===== config.mk =====
export PLATFORM = sky130hd
export DESIGN_NAME = kart_state_tx
export DESIGN_NICKNAME = d
export VERILOG_FILES = /design/src/rtl/kart_state_tx.sv
export SDC_FILE = /design/constraint.sdc
export NUM_CORES = 1
export LEC_CHECK = 0
export BUFFER_PORTS_ARGS = -buffer_cell sky130_fd_sc_hd__buf_2
export CAP_MARGIN = 30
export CORE_MARGIN = 2
export CORE_UTILIZATION = 40
export DETAILED_ROUTE_END_ITERATION = 8
export GPL_ROUTABILITY_DRIVEN = 0
export PLACE_DENSITY = 0.65
export SLEW_MARGIN = 25
export SYNTH_ARGS = -nofsm -noshare
export SYNTH_HDL_FRONTEND = slang
export SYNTH_SLANG_ARGS = --single-unit

===== constraint.sdc =====
create_clock -name clk_in -period 3.9 [get_ports clk_in]
set_input_delay 0.195 -clock clk_in [delete_from_list [all_inputs] [get_ports clk_in]]
set_output_delay 0.195 -clock clk_in [all_outputs]
set_load 0.005 [all_outputs]

===== src/rtl/kart_state_tx.sv =====
`default_nettype none
// ============================================================================
// Module      : kart_state_tx
// Description : RMII Ethernet transmitter for the opponent-state link. On each
//               accepted request it latches the local kart state and sends one
//               fixed-length Ethernet II frame: preamble/SFD, header, 6-byte
//               payload, 40 bytes of zero pad and the CRC-32 FCS. Every frame
//               is followed by an inter-frame gap.
// Ports       : clk_in          - 50 MHz RMII reference clock
//               rst_in          - synchronous active-high reset
//               send_in         - frame request, accepted when ready_out=1
//               player_x/y      - kart position (11 bits each)
//               direction       - heading in degrees (9 bits)
//               game_stat       - game status code (3 bits)
//               reset_req       - opponent-reset flag
//               ready_out       - high only while idle
//               eth_txen/txd    - RMII transmit enable / dibit
//               frames_sent_out - completed-frame counter (wraps)
// Revision    : 1.0 - initial release
// ============================================================================
module kart_state_tx #(
    parameter logic [47:0] DEST_MAC   = 48'hFF_FF_FF_FF_FF_FF,
    parameter logic [47:0] SRC_MAC    = 48'h02_00_00_00_00_01,
    parameter logic [15:0] ETHERTYPE  = 16'h88B5,
    parameter int          IFG_CYCLES = 48
) (
    input  logic        clk_in,
    input  logic        rst_in,
    input  logic        send_in,
    input  logic [10:0] player_x,
    input  logic [10:0] player_y,
    input  logic [8:0]  direction,
    input  logic [2:0]  game_stat,
    input  logic        reset_req,
    output logic        ready_out,
    output logic        eth_txen,
    output logic [1:0]  eth_txd,
    output logic [15:0] frames_sent_out
);

    // ------------------------------------------------------------------------
    // Constants
    // ------------------------------------------------------------------------
    localparam logic [2:0] S_IDLE     = 3'd0;
    localparam logic [2:0] S_PREAMBLE = 3'd1;
    localparam logic [2:0] S_HEADER   = 3'd2;
    localparam logic [2:0] S_PAYLOAD  = 3'd3;
    localparam logic [2:0] S_PAD      = 3'd4;
    localparam logic [2:0] S_FCS      = 3'd5;
    localparam logic [2:0] S_IFG      = 3'd6;

    // Index of the last byte in each transmitting section
    localparam logic [5:0] PRE_LAST = 6'd7;
    localparam logic [5:0] HDR_LAST = 6'd13;
    localparam logic [5:0] PAY_LAST = 6'd5;
    localparam logic [5:0] PAD_LAST = 6'd39;
    localparam logic [5:0] FCS_LAST = 6'd3;

    localparam int IFG_W = (IFG_CYCLES > 2) ? $clog2(IFG_CYCLES) : 1;
    localparam logic [IFG_W-1:0] IFG_LAST = IFG_W'(IFG_CYCLES - 1);

    localparam logic [111:0] HDR_BYTES = {DEST_MAC, SRC_MAC, ETHERTYPE};
    localparam logic [31:0]  CRC_POLY  = 32'hEDB88320;
    localparam logic [31:0]  CRC_INIT  = 32'hFFFFFFFF;

    // ------------------------------------------------------------------------
    // State
    // ------------------------------------------------------------------------
    logic [2:0]       state_q,   state_d;
    logic [5:0]       byte_q,    byte_d;
    logic [1:0]       dibit_q,   dibit_d;
    logic [IFG_W-1:0] ifg_q,     ifg_d;
    logic [47:0]      payload_q, payload_d;
    logic [31:0]      crc_q,     crc_d;
    logic [15:0]      frames_q,  frames_d;

    // Reflected CRC-32 advanced by one dibit, bit [0] first (wire order)
    function automatic logic [31:0] crc_dibit(input logic [31:0] crc,
                                              input logic [1:0]  d);
        logic [31:0] c;
        c = crc;
        for (int i = 0; i < 2; i++) begin
            if (c[0] ^ d[i]) begin
                c = (c >> 1) ^ CRC_POLY;
            end else begin
                c = c >> 1;
            end
        end
        return c;
    endfunction

    // ------------------------------------------------------------------------
    // Byte / dibit selection for the current position in the frame
    // ------------------------------------------------------------------------
    logic [7:0]  cur_byte;
    logic [1:0]  cur_dibit;
    logic [5:0]  last_idx;
    logic [31:0] fcs_word;
    logic        tx_active;
    logic        sect_end;
    logic        accept;

    assign fcs_word  = ~crc_q;
    assign tx_active = (state_q == S_PREAMBLE) || (state_q == S_HEADER) ||
                       (state_q == S_PAYLOAD)  || (state_q == S_PAD)    ||
                       (state_q == S_FCS);
    assign accept    = (state_q == S_IDLE) && send_in;

    always_comb begin
        cur_byte = 8'h00;
        last_idx = 6'd0;
        case (state_q)
            S_PREAMBLE: begin
                cur_byte = (byte_q == PRE_LAST) ? 8'hD5 : 8'h55;
                last_idx = PRE_LAST;
            end
            S_HEADER: begin
                // MSB byte of the header goes out first
                cur_byte = HDR_BYTES[(13 - int'(byte_q)) * 8 +: 8];
                last_idx = HDR_LAST;
            end
            S_PAYLOAD: begin
                cur_byte = payload_q[(5 - int'(byte_q)) * 8 +: 8];
                last_idx = PAY_LAST;
            end
            S_PAD: begin
                cur_byte = 8'h00;
                last_idx = PAD_LAST;
            end
            S_FCS: begin
                // FCS goes out least significant byte first
                cur_byte = fcs_word[int'(byte_q) * 8 +: 8];
                last_idx = FCS_LAST;
            end
            default: begin
                cur_byte = 8'h00;
                last_idx = 6'd0;
            end
        endcase
    end

    always_comb begin
        case (dibit_q)
            2'd0:    cur_dibit = cur_byte[1:0];
            2'd1:    cur_dibit = cur_byte[3:2];
            2'd2:    cur_dibit = cur_byte[5:4];
            default: cur_dibit = cur_byte[7:6];
        endcase
    end

    assign sect_end = (dibit_q == 2'd3) && (byte_q == last_idx);

    // ------------------------------------------------------------------------
    // Next-state logic
    // ------------------------------------------------------------------------
    always_comb begin
        state_d   = state_q;
        byte_d    = byte_q;
        dibit_d   = dibit_q;
        ifg_d     = ifg_q;
        payload_d = payload_q;
        crc_d     = crc_q;
        frames_d  = frames_q;

        if (tx_active) begin
            dibit_d = dibit_q + 2'd1;
            if (dibit_q == 2'd3) begin
                byte_d = byte_q + 6'd1;
            end
            if (sect_end) begin
                byte_d = 6'd0;
            end
        end

        // The CRC covers header, payload and pad; it is frozen while the
        // FCS itself is being shifted out.
        if ((state_q == S_HEADER) || (state_q == S_PAYLOAD) ||
            (state_q == S_PAD)) begin
            crc_d = crc_dibit(crc_q, cur_dibit);
        end

        case (state_q)
            S_IDLE: begin
                byte_d  = 6'd0;
                dibit_d = 2'd0;
                ifg_d   = '0;
                if (accept) begin
                    state_d   = S_PREAMBLE;
                    crc_d     = CRC_INIT;
                    payload_d = {4'b0, player_x, 1'b0, player_y, 1'b0,
                                 direction, 3'b0, game_stat, 1'b0,
                                 reset_req, 3'b0};
                end
            end
            S_PREAMBLE: if (sect_end) state_d = S_HEADER;
            S_HEADER:   if (sect_end) state_d = S_PAYLOAD;
            S_PAYLOAD:  if (sect_end) state_d = S_PAD;
            S_PAD:      if (sect_end) state_d = S_FCS;
            S_FCS: begin
                if (sect_end) begin
                    state_d  = S_IFG;
                    ifg_d    = '0;
                    frames_d = frames_q + 16'd1;
                end
            end
            S_IFG: begin
                ifg_d = ifg_q + 1'b1;
                if (ifg_q == IFG_LAST) begin
                    state_d = S_IDLE;
                    ifg_d   = '0;
                end
            end
            default: begin
                state_d = S_IDLE;
            end
        endcase
    end

    // ------------------------------------------------------------------------
    // Registers
    // ------------------------------------------------------------------------
    always_ff @(posedge clk_in) begin
        if (rst_in) begin
            state_q   <= S_IDLE;
            byte_q    <= 6'd0;
            dibit_q   <= 2'd0;
            ifg_q     <= '0;
            payload_q <= 48'd0;
            crc_q     <= CRC_INIT;
            frames_q  <= 16'd0;
        end else begin
            state_q   <= state_d;
            byte_q    <= byte_d;
            dibit_q   <= dibit_d;
            ifg_q     <= ifg_d;
            payload_q <= payload_d;
            crc_q     <= crc_d;
            frames_q  <= frames_d;
        end
    end

    // ------------------------------------------------------------------------
    // Outputs (decoded from registered state only)
    // ------------------------------------------------------------------------
    assign ready_out       = (state_q == S_IDLE);
    assign eth_txen        = tx_active;
    assign eth_txd         = tx_active ? cur_dibit : 2'b00;
    assign frames_sent_out = frames_q;

endmodule
`default_nettype wire


Word-level counts from Yosys, hierarchy flattened

Cells that the tools add are included.

Output and inout port bits: 20
Logic and storage cells: 82
Register bits: 100

Reductions and logical operators: 18
Add/sub/neg operators: 6
Shifts and indexed selects: 3
Eq/ne operators: 19
Bitwise operators: 5
Muxes and demuxes: 24

Operators with widths:

| operator                                                                      | number |
|---|---|
| 32-bit 2-to-1 mux                                                             | 6 |
| 112-bit by 10-bit indexed part select with 8-bit output, first input constant | 1 |
| 48-bit by 10-bit indexed part select with 8-bit output                        | 1 |
| 32-bit NOT                                                                    | 1 |
| 8-bit case mux with 4 select lines                                            | 1 |
| 32-bit by 10-bit indexed part select with 8-bit output                        | 1 |
| 6-bit case mux with 5 select lines                                            | 1 |
| 13-bit NOT with 14-bit output                                                 | 2 |
| 6-bit 2-to-1 mux                                                              | 4 |
| 3-bit 2-to-1 mux                                                              | 7 |
| 3-bit case mux with 7 select lines                                            | 1 |
| 6-bit case mux with 3 select lines                                            | 1 |
| 16-bit by 1-bit adder with 16-bit output, second input constant               | 1 |
| 6-bit by 1-bit adder with 6-bit output, second input constant                 | 2 |
| 2-bit != test, second input constant                                          | 6 |
| 3-bit equality test, second input constant                                    | 3 |
| 8-bit 2-to-1 mux                                                              | 1 |
| 2-bit AND reduction                                                           | 4 |
| 7-bit AND reduction                                                           | 1 |
| 3-bit by 6-bit subtractor with 7-bit output, first input constant             | 1 |
| 4-bit by 6-bit subtractor with 7-bit output, first input constant             | 1 |
| 3-bit by 2-bit equality test with 1-bit output, second input constant         | 2 |
| 6-bit by 3-bit equality test with 1-bit output, second input constant         | 1 |
| 6-bit equality test                                                           | 1 |
| 16 further kinds                                                              | 24 |

Logic depth before layout (Yosys ltp)

Depth in word-level cells: 12
Gate-level depth with buffers: 12
Depth with buffers taken out: 10

Worst setup path before layout

OpenSTA, ideal clock, no wires.

Kind: flip-flop to flip-flop
Start point: register byte_q[1]
End point: register crc_q[29]
Setup slack: 1139 ps
Setup time: 74 ps
Data arrival time: 2687 ps
Buffers on the path: 2
Cell stages (with the launch flop): 12
Data required time: 3826 ps
Path through: dfxtp_1 -> ha_1 -> buf_2 -> mux2i_1 -> nor2_1 -> a311oi_1 -> nor4_1 -> o31ai_1 -> a31oi_4 -> buf_6 -> xnor3_1 -> o21ai_0

Word-level cells in the longest chain between the ends: 12
Elaborated cells between the ends (all ways): 18

Ends and longest elaborated chain:

| item                                                                                                                                     | line     | RTL |
|---|---|---|
| from (decl)                                                                                                                              | 70       | `logic [5:0] byte_q, byte_d;` |
| from (signal assigned)                                                                                                                   | 233      | `byte_q <= byte_d;` |
| 4-bit by 6-bit subtractor with 7-bit output / 3-bit by 6-bit subtractor with 7-bit output (equally long branches)                        | 119, 123 |  |
| 112-bit by 10-bit indexed part select with 8-bit output / 48-bit by 10-bit indexed part select with 8-bit output (equally long branches) | 119, 123 |  |
| 8-bit case mux with 4 select lines *                                                                                                     | 112      | `case (state_q)` |
| 2-bit case mux with 3 select lines *                                                                                                     | 143      | `case (dibit_q)` |
| 1-bit bitwise XOR                                                                                                                        | 83       | `if (c[0] ^ d[i]) begin` |
| 32-bit 2-to-1 mux                                                                                                                        | 83       |  |
| 32-bit 2-to-1 mux                                                                                                                        | 177      | `if ((state_q == S_HEADER) \|\| (state_q == S_PAYLOAD) \|\|` |
| 13-bit NOT with 14-bit output (no source line)                                                                                           | n/a      |  |
| 32-bit 2-to-1 mux *                                                                                                                      | 83       |  |
| 32-bit 2-to-1 mux *                                                                                                                      | 177      |  |
| 32-bit 2-to-1 mux                                                                                                                        | 187      | `if (accept) begin` |
| 32-bit 2-to-1 mux *                                                                                                                      | 182      | `case (state_q)` |
| to (signal assigned)                                                                                                                     | 237      | `crc_q <= crc_d;` |
| to (decl)                                                                                                                                | 74       | `logic [31:0] crc_q, crc_d;` |

Every way passes the cells marked *; elsewhere a longest branch is shown, timed or not. The select of a mux whose other input is x is not followed.
A chain may end at the register's enable or synchronous reset.

Worst setup path in the final report

Start point: register byte_q[2]
End point: output eth_txd[1]

Word-level cells in the longest chain between the ends: 5
Elaborated cells between the ends (all ways): 10

Ends and longest elaborated chain:

| item                                                                            | line | RTL |
|---|---|---|
| 4-bit by 6-bit subtractor with 7-bit output (tied with other cells)             | 119  | `cur_byte = HDR_BYTES[(13 - int'(byte_q)) * 8 +: 8];` |
| 112-bit by 10-bit indexed part select with 8-bit output (tied with other cells) | 119  |  |
| 8-bit case mux with 4 select lines *                                            | 112  |  |
| 2-bit case mux with 3 select lines *                                            | 143  |  |
| 2-bit 2-to-1 mux *                                                              | 247  | `assign eth_txd = tx_active ? cur_dibit : 2'b00;` |
| to (decl)                                                                       | 37   | `output logic [1:0] eth_txd,` |

Every way passes the cells marked *; elsewhere a longest branch is shown, timed or not.

==> results.ini <==
[status]
status=completed

[routing]
wl_met2_microns=6100
wl_microns=13200
ant_nets=0
route.met3.wl_microns=690
routed.top_layer=met4
first_pass_iters=7
m1WireLength_microns=6150
wl_per_cell_microns=15.4
drc=0
viasPerCell=5.48
vias=4700
drt_iter0_markers=339

[synth]
ys_types=67
synth-adder-area-share=0.0252
synth_top_family_by_area=simple AND/OR/NAND/NOR gates
async_flop_share=0
syn-mean-instance-area_sq_um=8.55
synth-edff-count=0
seq_area_frac_synth=0.366
synth_area_sq_um=5460
synthSimpleGateAreaFrac=0.211
synth_seq_cells=100
synth_cells=639
synth_compound_area_frac=0.175
synthMuxAreaShare=0.0646
ys.warnings.count=0
synthFlopType=dfxtp_1
synth-xor-area-share=0.111
synth_nets=688

[setup_path]
crit_end=eth_txd[1]
cpPeakStageDelay_ps=670
crit_fanout=14
crit_path_end_kind=output port
cp.arrival_ps=3270
crit_type=register to output port
crit_start=byte_q[2]
startpoint_type=register
reg2regPathDepth=9
path_cells=ha_1 -> buf_4 -> a2bb2oi_1 -> o32ai_1 -> a221oi_1 -> a31oi_4 -> buf_2
critical_path.slowest_cell=a221oi_1
r2r-start=state_q[1]
cp.required_ps=3700
timing.rr.end=frames_sent_out[14]
r2r_slack_ps=480

[placed_design]
hpwl_microns=9380
portBuffers=57

[clock_network]
cts_tree=yes
root_buffer=clkbuf_16
numCtsBuffers=9
post_cts_buffers=0
clkTransAtPathRegs_ps=70
max-clock-path-buffers=2
htreeDepth=3
clk_latency_ps=350
clock_sinks=100
ctsResizeCount=0
hold_buffers=0

[die]
coreArea_sq_um=13300
ios=58
die_area_sq_um=14600
die_h_microns=121
initial_utilization=0.411
rows=42
die_x_microns=121

[timing]
setup_viol=0
fin_crit_ps=3470
slew_viol_final=0
max_slew.worst_pin.slew_ps=766
relSlewSlack=0.489
hold_viol=0
setup-tns-final_ps=0
clock_skew_ps=6.58
min_period_over_period=0.889
max_freq_mhz=288
rsz0062_at_grt=no

[power_and_ir_drop]
power_density_nw_per_um2=572
irDropWorstVdd_mv=0.281
finalPower_uw=3540
p_leak_uw=0.00245

[grt]
track_usage=0.186
grt_max_degree=60
antenna_found_initial=0
grt_pass1_vias=4448
grt_pass1_wl_microns=21800
grt_overflow=0

[final_layout]
area_delta_synth_final_pct=13.2
antenna_cells=0
drive_gt1_frac=0.167
fin_util=0.465
fin_nets=725

[hold_path]
hold_path_class=input pin to register
min_path_cells=3

[run]
drv_cap=0

## where the power goes
group	switching, uW	internal, uW
Sequential	156	1190
Combinational	699	533
Clock	397	564
## how the worst min path moves through the flow
stage | endpoint | slack [ps] | start
2_1_floorplan | payload_q[11] | 330 | direction[0]
3_3_place_gp | payload_q[18] | 440 | direction[7]
3_5_place_dp | payload_q[31] | 440 | player_y[10]
4_1_cts | payload_q[31] | 70 | player_y[10]
5_1_grt | payload_q[18] | 80 | direction[7]
6_report | payload_q[31] | 70 | player_y[10]
## per-stage QoR
stage               setup slack, ps  hold WS (ps)  instances  instance area [sq um]
finish                          434          74.3        857                   6180
global placement                589           438        841                   5870
global route                    209          76.9        857                   6180
detailed placement              524           444        841                   5870
floorplan                      1140           331        639                   5460
CTS                             478          66.5        857                   6180
## metal layers
metal / global-route usage / vias to the layer above
li1: - / 2328
met1: 0.248 / 2231
met2: 0.296 / 123
met3: 0.0461 / 18
met4: 0.0603 / 0
met5: 0 / -
## cell usage after synthesis (3+ instances only)
| cell | n | share of area |
|---|---|---|
| nand3_1 | 22 | 0.020 |
| a221oi_1 | 3 | 0.0048 |
| and3_1 | 5 | 0.0057 |
| ha_1 | 11 | 0.025 |
| o22ai_1 | 3 | 0.0034 |
| xor2_1 | 17 | 0.027 |
| buf_2 | 14 | 0.013 |
| o21ai_0 | 20 | 0.018 |
| nor4_1 | 4 | 0.0046 |
| nand2_1 | 125 | 0.086 |
| o211ai_1 | 13 | 0.018 |
| dfxtp_1 | 100 | 0.37 |
| clkbuf_1 | 25 | 0.017 |
| a211oi_1 | 4 | 0.0055 |
| or3_1 | 6 | 0.0069 |
| xnor3_1 | 13 | 0.054 |
| nand4_1 | 10 | 0.011 |
| a31oi_1 | 4 | 0.0046 |
| mux4_2 | 9 | 0.037 |
| mux2_2 | 8 | 0.016 |
| a21oi_1 | 72 | 0.066 |
| nor2b_1 | 4 | 0.0046 |
| o31ai_1 | 3 | 0.0041 |
| mux2i_1 | 6 | 0.011 |
| nor2_1 | 39 | 0.027 |
| a311oi_1 | 4 | 0.0064 |
| nor3_1 | 10 | 0.0092 |
| nand2b_1 | 6 | 0.0069 |
| xnor2_1 | 17 | 0.027 |
| inv_1 | 16 | 0.011 |
| nor3b_1 | 3 | 0.0041 |
## final cells by class
cell class | instances | area (sq um)
Clock buffer | 10 | 229
Timing Repair Buffer | 69 | 375
Tap cell | 176 | 220
Clock inverter | 6 | 87.6
Multi-Input combinational cell | 480 | 3210
Fill cell | 1293 | 7110
Sequential cell | 100 | 2000
Inverter | 16 | 60.1
## critical path, delay by kind of cell (launching register included)
family | cells | cell delay (ps)
AOI/OAI and AO/OA | 4 | 1350
adders and majority gates | 1 | 640
buffers and inverters | 2 | 500
DFF | 1 | 410
## placed cells by master (no fill, tap or decap), types with 8 or more instances in the layout
| cell type | n |
|---|---|
| inv_1 | 16 |
| nor2_1 | 39 |
| buf_4 | 12 |
| nand2_1 | 125 |
| nand3_1 | 22 |
| buf_2 | 57 |
| xor2_1 | 17 |
| a21oi_1 | 71 |
| xnor2_1 | 17 |
| o211ai_1 | 13 |
| dfxtp_1 | 100 |
| ha_1 | 11 |
| nand4_1 | 10 |
| mux4_2 | 9 |
| o21ai_0 | 20 |
| mux2_2 | 8 |
| nor3_1 | 10 |
| clkbuf_16 | 9 |
| xnor3_1 | 13 |
## cell families after synthesis
group	after synthesis
AO/OA/AOI/OAI	149
XOR/XNOR	48
adder cells (fa/ha/maj)	11
buffers and inverters	59
flip-flops	100
multiplexers	23
AND/OR/NAND/NOR	249
## sequential cells by signal, indices dropped and copies added, names as in the netlist
signal and cells:
ifg_q 6, byte_q 6, crc_q 32, state_q 3, dibit_q 2, payload_q 35, frames_sent_out 16
(Power assumes the default switching activity.)
